==> src/rtl/div_unit.sv <==
// ---------------------------------------------------------------------------
// div_unit -- iterative 32/32 divider for the execute stage (DIV / DIVU).
//
// One restoring shift-subtract step per clock on a 65-bit partial remainder.
// Signed operands are converted to magnitudes first. The quotient and
// remainder signs are fixed up when the result is presented.
//
// Ports
//   clk           in   1   rising-edge clock for all state
//   rst           in   1   synchronous, active-high reset
//   signed_div_i  in   1   1 = signed (DIV), 0 = unsigned (DIVU); sampled with start
//   opdata1_i     in  32   dividend; sampled with start
//   opdata2_i     in  32   divisor; sampled with start
//   start_i       in   1   request; held high until ready_o is seen
//   annul_i       in   1   pipeline flush (only acted on with DIV_ANNUL_EN)
//   result_o      out 64   {remainder -> HI, quotient -> LO}
//   ready_o       out  1   result valid
//
// Optional feature
//   DIV_ANNUL_EN  when defined, annul_i forces IDLE from any state on the next
//                 edge, clears ready_o/result_o, and blocks start in IDLE.
//                 When undefined, annul_i is ignored.
//
// Timing, counted from the edge that samples start_i:
//   nonzero divisor: ready_o first high 33 edges later
//   zero divisor:    ready_o first high 2 edges later, result 64'h0
// ---------------------------------------------------------------------------
module div_unit (
  input  logic        clk,
  input  logic        rst,
  input  logic        signed_div_i,
  input  logic [31:0] opdata1_i,
  input  logic [31:0] opdata2_i,
  input  logic        start_i,
  input  logic        annul_i,
  output logic [63:0] result_o,
  output logic        ready_o
);

  typedef enum logic [1:0] {IDLE, BYZERO, ON, END} state_t;

  state_t      state, next_state;
  logic [4:0]  cnt;
  logic [64:0] partial;
  logic [31:0] divisor_mag;
  logic        neg_quot;
  logic        neg_rem;

  logic        annul_act;
  logic        ready_d;
  logic [63:0] result_d;

`ifdef DIV_ANNUL_EN
  assign annul_act = annul_i;
`else
  logic annul_unused;
  assign annul_act    = 1'b0;
  assign annul_unused = annul_i;
`endif

  // Operand magnitudes; only meaningful on the cycle start is accepted.
  logic [31:0] dividend_mag_in, divisor_mag_in;
  assign dividend_mag_in = (signed_div_i && opdata1_i[31]) ? (~opdata1_i + 32'd1) : opdata1_i;
  assign divisor_mag_in  = (signed_div_i && opdata2_i[31]) ? (~opdata2_i + 32'd1) : opdata2_i;

  // Trial subtraction. The trial remainder lives in partial[64:32] and can
  // need 33 bits when the divisor is above 2^31, so the compare uses all 33.
  // When the subtraction succeeds the difference is below the divisor and
  // fits in 32 bits, so the low 32 bits of a plain subtract are exact.
  logic        trial_ok;
  logic [31:0] trial_diff;
  assign trial_ok   = partial[64:32] >= {1'b0, divisor_mag};
  assign trial_diff = partial[63:32] - divisor_mag;

  // Sign fix-up of the finished magnitudes: quotient low 32, remainder [64:33].
  // A zero divisor leaves partial cleared, so the fix-up yields zero as well.
  logic [31:0] quot_mag, rem_mag, quot_fin, rem_fin;
  assign quot_mag = partial[31:0];
  assign rem_mag  = partial[64:33];
  assign quot_fin = neg_quot ? (~quot_mag + 32'd1) : quot_mag;
  assign rem_fin  = neg_rem  ? (~rem_mag  + 32'd1) : rem_mag;

  // State register and registered outputs.
  always_ff @(posedge clk) begin
    if (rst) begin
      state    <= IDLE;
      ready_o  <= 1'b0;
      result_o <= 64'h0;
    end else begin
      state    <= next_state;
      ready_o  <= ready_d;
      result_o <= result_d;
    end
  end

  // Next state and next output values. Outputs are only driven while END is
  // held; every other path leaves them at zero so result_o is 0 when ready_o is.
  always_comb begin
    next_state = state;
    ready_d    = 1'b0;
    result_d   = 64'h0;
    case (state)
      IDLE: begin
        if (start_i && !annul_act)
          next_state = (opdata2_i == 32'h0) ? BYZERO : ON;
      end
      BYZERO: begin
        next_state = start_i ? END : IDLE;
      end
      ON: begin
        if (!start_i)
          next_state = IDLE;
        else if (cnt == 5'd31)
          next_state = END;
      end
      END: begin
        // Staying in END while start is held keeps the result on the bus;
        // a fresh operation can only be accepted after passing through IDLE.
        if (start_i) begin
          ready_d  = 1'b1;
          result_d = {rem_fin, quot_fin};
        end else begin
          next_state = IDLE;
        end
      end
      default: next_state = IDLE;
    endcase
    if (annul_act) begin
      next_state = IDLE;
      ready_d    = 1'b0;
      result_d   = 64'h0;
    end
  end

  // Datapath: operand capture on acceptance, one division step per ON cycle.
  always_ff @(posedge clk) begin
    if (rst) begin
      cnt         <= 5'd0;
      partial     <= 65'h0;
      divisor_mag <= 32'h0;
      neg_quot    <= 1'b0;
      neg_rem     <= 1'b0;
    end else begin
      case (state)
        IDLE: begin
          if (next_state != IDLE) begin
            cnt         <= 5'd0;
            divisor_mag <= divisor_mag_in;
            neg_quot    <= signed_div_i && (opdata1_i[31] ^ opdata2_i[31]);
            neg_rem     <= signed_div_i && opdata1_i[31];
            if (opdata2_i == 32'h0)
              partial <= 65'h0;
            else
              partial <= {32'h0, dividend_mag_in, 1'b0};
          end
        end
        ON: begin
          cnt <= cnt + 5'd1;
          if (trial_ok)
            partial <= {trial_diff, partial[31:0], 1'b1};
          else
            partial <= {partial[63:0], 1'b0};
        end
        default: begin
        end
      endcase
    end
  end

endmodule

==> config.mk <==
export PLATFORM = sky130hd
export DESIGN_NAME = div_unit
export DESIGN_NICKNAME = d
export VERILOG_FILES = /design/src/rtl/div_unit.sv
export SDC_FILE = /design/constraint.sdc
export NUM_CORES = 1
export LEC_CHECK = 0
export ABC_AREA = 1
export BUFFER_PORTS_ARGS = -buffer_cell sky130_fd_sc_hd__buf_2
export CAP_MARGIN = 15
export CORE_UTILIZATION = 30
export DETAILED_ROUTE_END_ITERATION = 8
export GPL_ROUTABILITY_DRIVEN = 0
export SLEW_MARGIN = 10
export SYNTH_ARGS = -nofsm -noshare
export SYNTH_HDL_FRONTEND = slang
export SYNTH_SLANG_ARGS = --single-unit
==> constraint.sdc <==
create_clock -name clk -period 1.8 [get_ports clk]
set_input_delay 0.27 -clock clk [delete_from_list [all_inputs] [get_ports clk]]
set_output_delay 0.27 -clock clk [all_outputs]
set_load 0.05 [all_outputs]
==> results of run 1 <==
[layer usage]
layer	vias to the layer above	GRT usage [%]	routed length [µm]
met2	424	34.21	20770
met5	-	0	0
li1	7165	-	-
met1	6548	26.19	18900
met3	82	3.476	2363
met4	0	9.049	1738
[flip-flops by register name (all words and copies together), names as in the netlist]
name / count
ready_o: 1
state: 2
neg_quot: 1
result_o: 64
divisor_mag: 32
partial: 65
cnt: 5
neg_rem: 1
[timing repair]
item / 4_1_cts / 5_1_grt
setup endpoints to repair: 59 / 76
pin swaps: 3 / 70
resized for setup: 33 / 271
gates cloned: 0 / 3
buffers inserted: 1 / 26
[worst reg2reg max path, delay by kind of cell, from the launching register on]
kind / cells / cell delay (ns)
compound gates: 1 / 0.06
fa+ha+maj: 1 / 0.32
buf+inv: 1 / 0.16
flops: 1 / 0.39
simple gates: 10 / 1.01
[power groups by stage]
stage | sequential [W] | clock, W | combinational, W
2_1_floorplan | 0.00427 | 0 | 0.00454
3_3_place_gp | 0.00431 | 0 | 0.00725
3_5_place_dp | 0.00431 | 0 | 0.00732
4_1_cts | 0.00423 | 0.00387 | 0.00747
5_1_grt | 0.00427 | 0.00405 | 0.00979
6_report | 0.00425 | 0.00380 | 0.00896
[how the worst max path moves through the flow]
stage,slack (ns),end,from,depth (start not counted)
6_report,-0.30,partial[52]$_SDFFE_PP0P_,partial[49]$_SDFFE_PP0P_,13
4_1_cts,-0.27,partial[51]$_SDFFE_PP0P_,divisor_mag[1]$_SDFFE_PP0P_,14
3_3_place_gp,-0.36,partial[60]$_SDFFE_PP0P_,partial[46]$_SDFFE_PP0P_,12
5_1_grt,-0.42,partial[52]$_SDFFE_PP0P_,divisor_mag[29]$_SDFFE_PP0P_,14
3_5_place_dp,-0.37,partial[51]$_SDFFE_PP0P_,divisor_mag[29]$_SDFFE_PP0P_,14
2_1_floorplan,-0.005,partial[49]$_SDFFE_PP0P_,partial[32]$_SDFFE_PP0P_,14
[layout by cell type (no fill, tap or decap), types with 26 or more instances in the layout]
cell       n
nand3_2   47
a21oi_2   26
buf_4    301
inv_1    246
buf_2    132
inv_2     47
nand2_2   76
nor3_1    46
ha_4      33
dfxtp_2   36
o21ai_0   64
dfxtp_1  129
a21oi_1  151
nand2_1  425
nand3_1   98
nor2_1   165
[layout make-up]
class                           instances  area [µm²]  share of cell area, %
Antenna cell                            3       7.507                0.04195
Clock buffer                           17       425.4                  2.377
Clock inverter                         15       171.4                 0.9578
Inverter                              302        1149                  6.418
Multi-Input combinational cell       1425        8581                  47.94
Sequential cell                       171        3491                  19.51
Tap cell                              525       656.9                  3.670
Timing Repair Buffer                  464        3416                  19.09
[kinds of logic after synthesis]
family                   share of synthesized area [%]
AO/OA/AOI/OAI                                    15.36
XOR/XNOR                                         3.512
adder cells (fa/ha/maj)                          4.055
buffers and inverters                            11.93
flip-flops                                       28.02
AND/OR/NAND/NOR                                  37.13
[through the flow]
step / util (%) / TNS, ns / setup slack, ns / hold slack, ns
floorplan: - / -0.005299 / -0.005299 / 0.4139
global placement: 40.32 / -18.43 / -0.3588 / 0.4511
detailed placement: 40.32 / -20.07 / -0.3705 / 0.4628
CTS: 42.06 / -9.157 / -0.2689 / 0.1364
global route: 44.82 / -17.72 / -0.4154 / 0.1506
finish: 44.84 / -10.80 / -0.2979 / 0.1530
==> metrics, run 1 <==
maximum vdd drop=roughly 0.00066 V; worst-path cell chain=ha_4 > nand2_2 > nor2_2 > nand2_2 > nor2_4 > nand3b_4 > nand3_4 > nor2_8 > nand2_8 > clkbuf_16 > nand2_1 > nand3_1 > a21oi_2; Hold Fails Final Rpt=0; synthesis-stage register bit count=171; WL final=around 44 mm; Post-synth EDFFs=0; CP max stage delay=between 0.3 and 0.4 ns; Startpoint Class=register; setup ws final=-0.2979 ns; Setup CP Type=register to register; delay-heaviest family, CP=simple AND/OR/NAND/NOR gates; failing checks=negative setup slack; post-synth top area cell=dfxtp_1; most frequent cells after synthesis=501 x nand2_1, 269 x inv_1, 193 x nor2_1; Synth Flop Type=dfxtp_1; Gate power share=between 50% and 60%; Min-Delay Endpoint=partial[27]$_SDFFE_PP0P_; top cells by area, synth=dfxtp_1 28%, nand2_1 15%, inv_1 8.3%, a21oi_1 7.1%, nor2_1 5.9%; clk_lat worst skew=~0.45 ns; Total GRT Usage=between 20 and 25%; Avg Synthesized Cell Area=around 6.2 µm²; CP dominant cell by count=nand2_2; MaxCap Viol Count=0; global route overflow=0; Slew Viols, Final=0; Gate Count Post-Synth=roughly 2.0k; post-synth cell types=57; Area growth syn-to-layout=46.47%; Pre-antenna DRT Iters=5; switching power total=just over 0.007 W; layout cell share with drive strength beyond 1=a little under two fifths; Worst Hold Class=input pin to register; Total Power=between 0.015 and 0.02 W; Worst setup EP type=register; Core Region=roughly 40000 µm²; Worst Tran Pin Value=around 1 ns; initial antenna violation count=2; Hold Crit Depth=4; placed cells=roughly 2.9k; Clk pwr share=22.3%; Initial Util=a little under a third; Clock Skew=0.02332 ns; CTS tree=yes; DIE HEIGHT=slightly above 200 µm; Die W=203.8 µm; Ports=roughly 130; HPWL Detailed=approximately 34 mm; largest net degree at the start of global routing=83; final std cells w/o fill=around 2.9k; CP Buf/Inv Count=1; Worst Path Arrival=2.38 ns; vias in the first global route=roughly 13k; drt via density=just under 5; cell-internal power=a little under 0.01 W; Port Buffer Count=approximately 130; via count=between 10k and 15k; Worst path slowest cell=dfxtp_1; Post-Syn Area=between 10000 and 15000 µm²; Reg clk slew, reported paths=~0.090 ns; RSZ-0062 raised after global routing=true; DRT antenna net count=0; TritonCTS Buffers=17; H-tree levels=4; placed cell areas=~16000 µm²; fin crit share=116.5%; clk buf depth=2; hold_sp=opdata1_i[26]; Crit Reg-Reg Endpoint=partial[52]$_SDFFE_PP0P_; Slew HR=31.62%; CTS root buf=clkbuf_16; share of the synthesized area in the top cell type=between 20% and 30%; Async SR Flop Fraction=0%; Power Dens Cells=949.9 nW/µm²; Required @ worst endpoint=between 2 and 2.5 ns; Syn Nets=2069; fin area=about 18000 µm²; number of synthesis warnings=0; Fillers=a little over 4k; Sw Share=approximately two fifths; Final min period=between 2 and 2.5 ns; count leader, synth=nand2_1; R2R Path Start=partial[49]$_SDFFE_PP0P_; LEAKAGE=between 8 and 9 nW; die area=roughly 42000 µm²; wire per inst=approximately 15 µm; register area share after synthesis=28.02%; Residual DRC=0; first-pass GRT wire length=68.01 mm; Sink Count=about 170; nets@finish=2489; endpoints failing setup=54; register share of total power=25.0%; worst-case reg-to-reg path depth=13; hold-fix buffers at CTS=0; status=finished, violations left; DRT iter0 DRCs=1112; reg2reg setup slack=-0.30 ns; Cell Rows=73; Max Fanout on Critical Path=6; fmax=0.4767 GHz
No activity file was read; power rests on OpenSTA's default activity.
==> inputs of run 2 (changes only) <==
- TNS_END_PERCENT: not set -> 30
==> metrics, run 2 (synthesized netlist as in run 1, its figures left out) <==
reg2reg setup slack=-0.27 ns; Ports=roughly 130; most frequent cells in the layout=439 x nand2_1, 320 x buf_4, 248 x inv_1, 176 x nor2_1, 167 x a21oi_1; fin area=around 18000 µm²; commonest non-fill, non-tap cell in the layout=nand2_1; setup ws final=-0.2733 ns; Setup CP Type=register to register; Power Dens Cells=between 900 and 1000 nW/µm²; initial antenna violation count=0; Final min period=just over 2 ns; max reg flops=65; endpoints failing setup=37; TritonCTS Buffers=17; Worst Path Arrival=about 2.4 ns; MaxCap Viol Count=0; Required @ worst endpoint=about 2.1 ns; HPWL Detailed=between 30 and 40 mm; top flop regs=partial x65, result_o x64, divisor_mag x32; Sink Count=approximately 170; H-tree levels=4; Hold Crit Depth=4; DRT iter0 DRCs=about 980; Pre-antenna DRT Iters=5; Startpoint Class=register; clk_lat worst skew=0.45 ns; DRT antenna net count=0; final std cells w/o fill=about 3k; first-pass GRT wire length=a little under 70 mm; CP dominant cell by count=nand2_4; DIE HEIGHT=slightly above 200 µm; Slew Viols, Final=0; largest register by flop count=partial; Hold Fails Final Rpt=0; fmax=slightly below 0.5 GHz; Clock Skew=approximately 0.02 ns; Worst setup EP type=register; nets@finish=about 2.5k; Worst path slowest cell=dfxtp_2; status=finished, violations left; worst-case reg-to-reg path depth=14; Final Util=between 40 and 50%; CTS root buf=clkbuf_16; Max Fanout on Critical Path=6; via count=roughly 14k; Area growth syn-to-layout=43.67%; setup_tns=-8.134 ns; clk buf depth=2; Worst Hold Class=input pin to register; failing checks=negative setup slack; Total GRT Usage=20.57%; wire per inst=about 15 µm; Worst Tran Pin Value=around 0.98 ns; maximum vdd drop=0.0006691 V; drt via density=between 4 and 5; placed cell areas=16230 µm²; CP max stage delay=around 0.34 ns; die area=between 40000 and 50000 µm²; largest net degree at the start of global routing=83; Residual DRC=0; Port Buffer Count=roughly 130; vias in the first global route=13.31k; Initial Util=approximately 31%; LEAKAGE=8.575 nW; Slew HR=a little over a third; global route overflow=0; placed cells=2877; Core Region=39910 µm²; WL final=between 40 and 50 mm; Total Power=0.01649 W; worst-path cell chain=inv_2 > ha_4 > nand2_4 > nor2_4 > nand3_2 > nand3_4 > nand2_4 > nand2_4 > nand3_4 > nand2_8 > clkbuf_16 > nand2_1 > nand3_1 > a21oi_1; CTS tree=yes; Die W=about 200 µm; layout cell share with drive strength beyond 1=about a third; Reg clk slew, reported paths=0.08 ns; RSZ-0062 raised after global routing=true; Cell Rows=73; fin crit share=115.2%
-- run 2: cell count changes in the layout (fill, tap and decap cells not counted), moves of 6 or more --
cell	before	now
nand3_4	11	5
nand2_2	76	63
o21ai_0	64	76
a21oi_2	26	10
a21oi_1	151	167
nand2_1	425	439
o21ai_2	12	2
nor2_4	22	14
nand3_1	98	108
nor2_1	165	176
buf_4	301	320
buf_6	16	5
-- run 2: through the flow --
step	setup slack (ns)	hold WS, ns
after floorplan	-0.005299	0.4139
after global placement	-0.3918	0.4541
after detailed placement	-0.3383	0.4617
after CTS	-0.2103	0.1378
after global routing	-0.4104	0.1614
final	-0.2733	0.1595
-- run 2: report_power, final --
part / internal [W] / switching (W) / leakage [nW]
combinational: 0.00384 / 0.00464 / 6.87
sequential: 0.00401 / 0.000244 / 1.41
clock: 0.00189 / 0.00187 / 0.287
total: 0.00973 / 0.00676 / 8.57
-- run 2: worst max-delay path: cells and delay by family, from the launching register on --
| kind | cells | cell delay [ns] |
|---|---|---|
| AND/OR/NAND/NOR | 10 | 1.00 |
| flip-flops | 1 | 0.34 |
| adder cells (fa/ha/maj) | 1 | 0.30 |
| AO/OA/AOI/OAI | 1 | 0.06 |
| buffers and inverters | 2 | 0.20 |
-- run 2: cell type report --
type                       instances  area, µm²
antenna                            2      5.005
inverter                         302       1136
timing repair buffer             471       3410
clock buffer                      18      429.2
clock inverter                    14      163.9
multi-input combinational       1425       8262
sequential                       171       3493
fill                            4081      22360
tap                              525      656.9
-- run 2: final timing paths --
path,startpoint,end
setup / recovery,divisor_mag[8]$_SDFFE_PP0P_,partial[38]$_SDFFE_PP0P_
hold / removal,opdata1_i[9],partial[10]$_SDFFE_PP0P_
setup reg to reg,divisor_mag[8]$_SDFFE_PP0P_,partial[38]$_SDFFE_PP0P_
hold reg to reg,cnt[4]$_SDFFE_PP0P_,cnt[4]$_SDFFE_PP0P_
-- run 2: timing repair --
action                                  CTS  global route
hold buffers                              0             0
pin swaps                                35            46
resized for setup                       116            82
gates cloned                              0             2
setup buffers                            10             5
endpoints found under the setup margin   55            70
-- run 2: layer usage --
| layer | share of wire [%] | vias up | wire length, µm | global-route usage (%) |
|---|---|---|---|---|
| met4 | 2.9 | 0 | 1262 | 7.411 |
| met3 | 5.1 | 53 | 2204 | 2.934 |
| met1 | 44 | 6486 | 18930 | 25.96 |
| met5 | 0 | - | 0 | 0 |
| li1 | - | 7205 | - | - |
| met2 | 48 | 370 | 20780 | 35.37 |
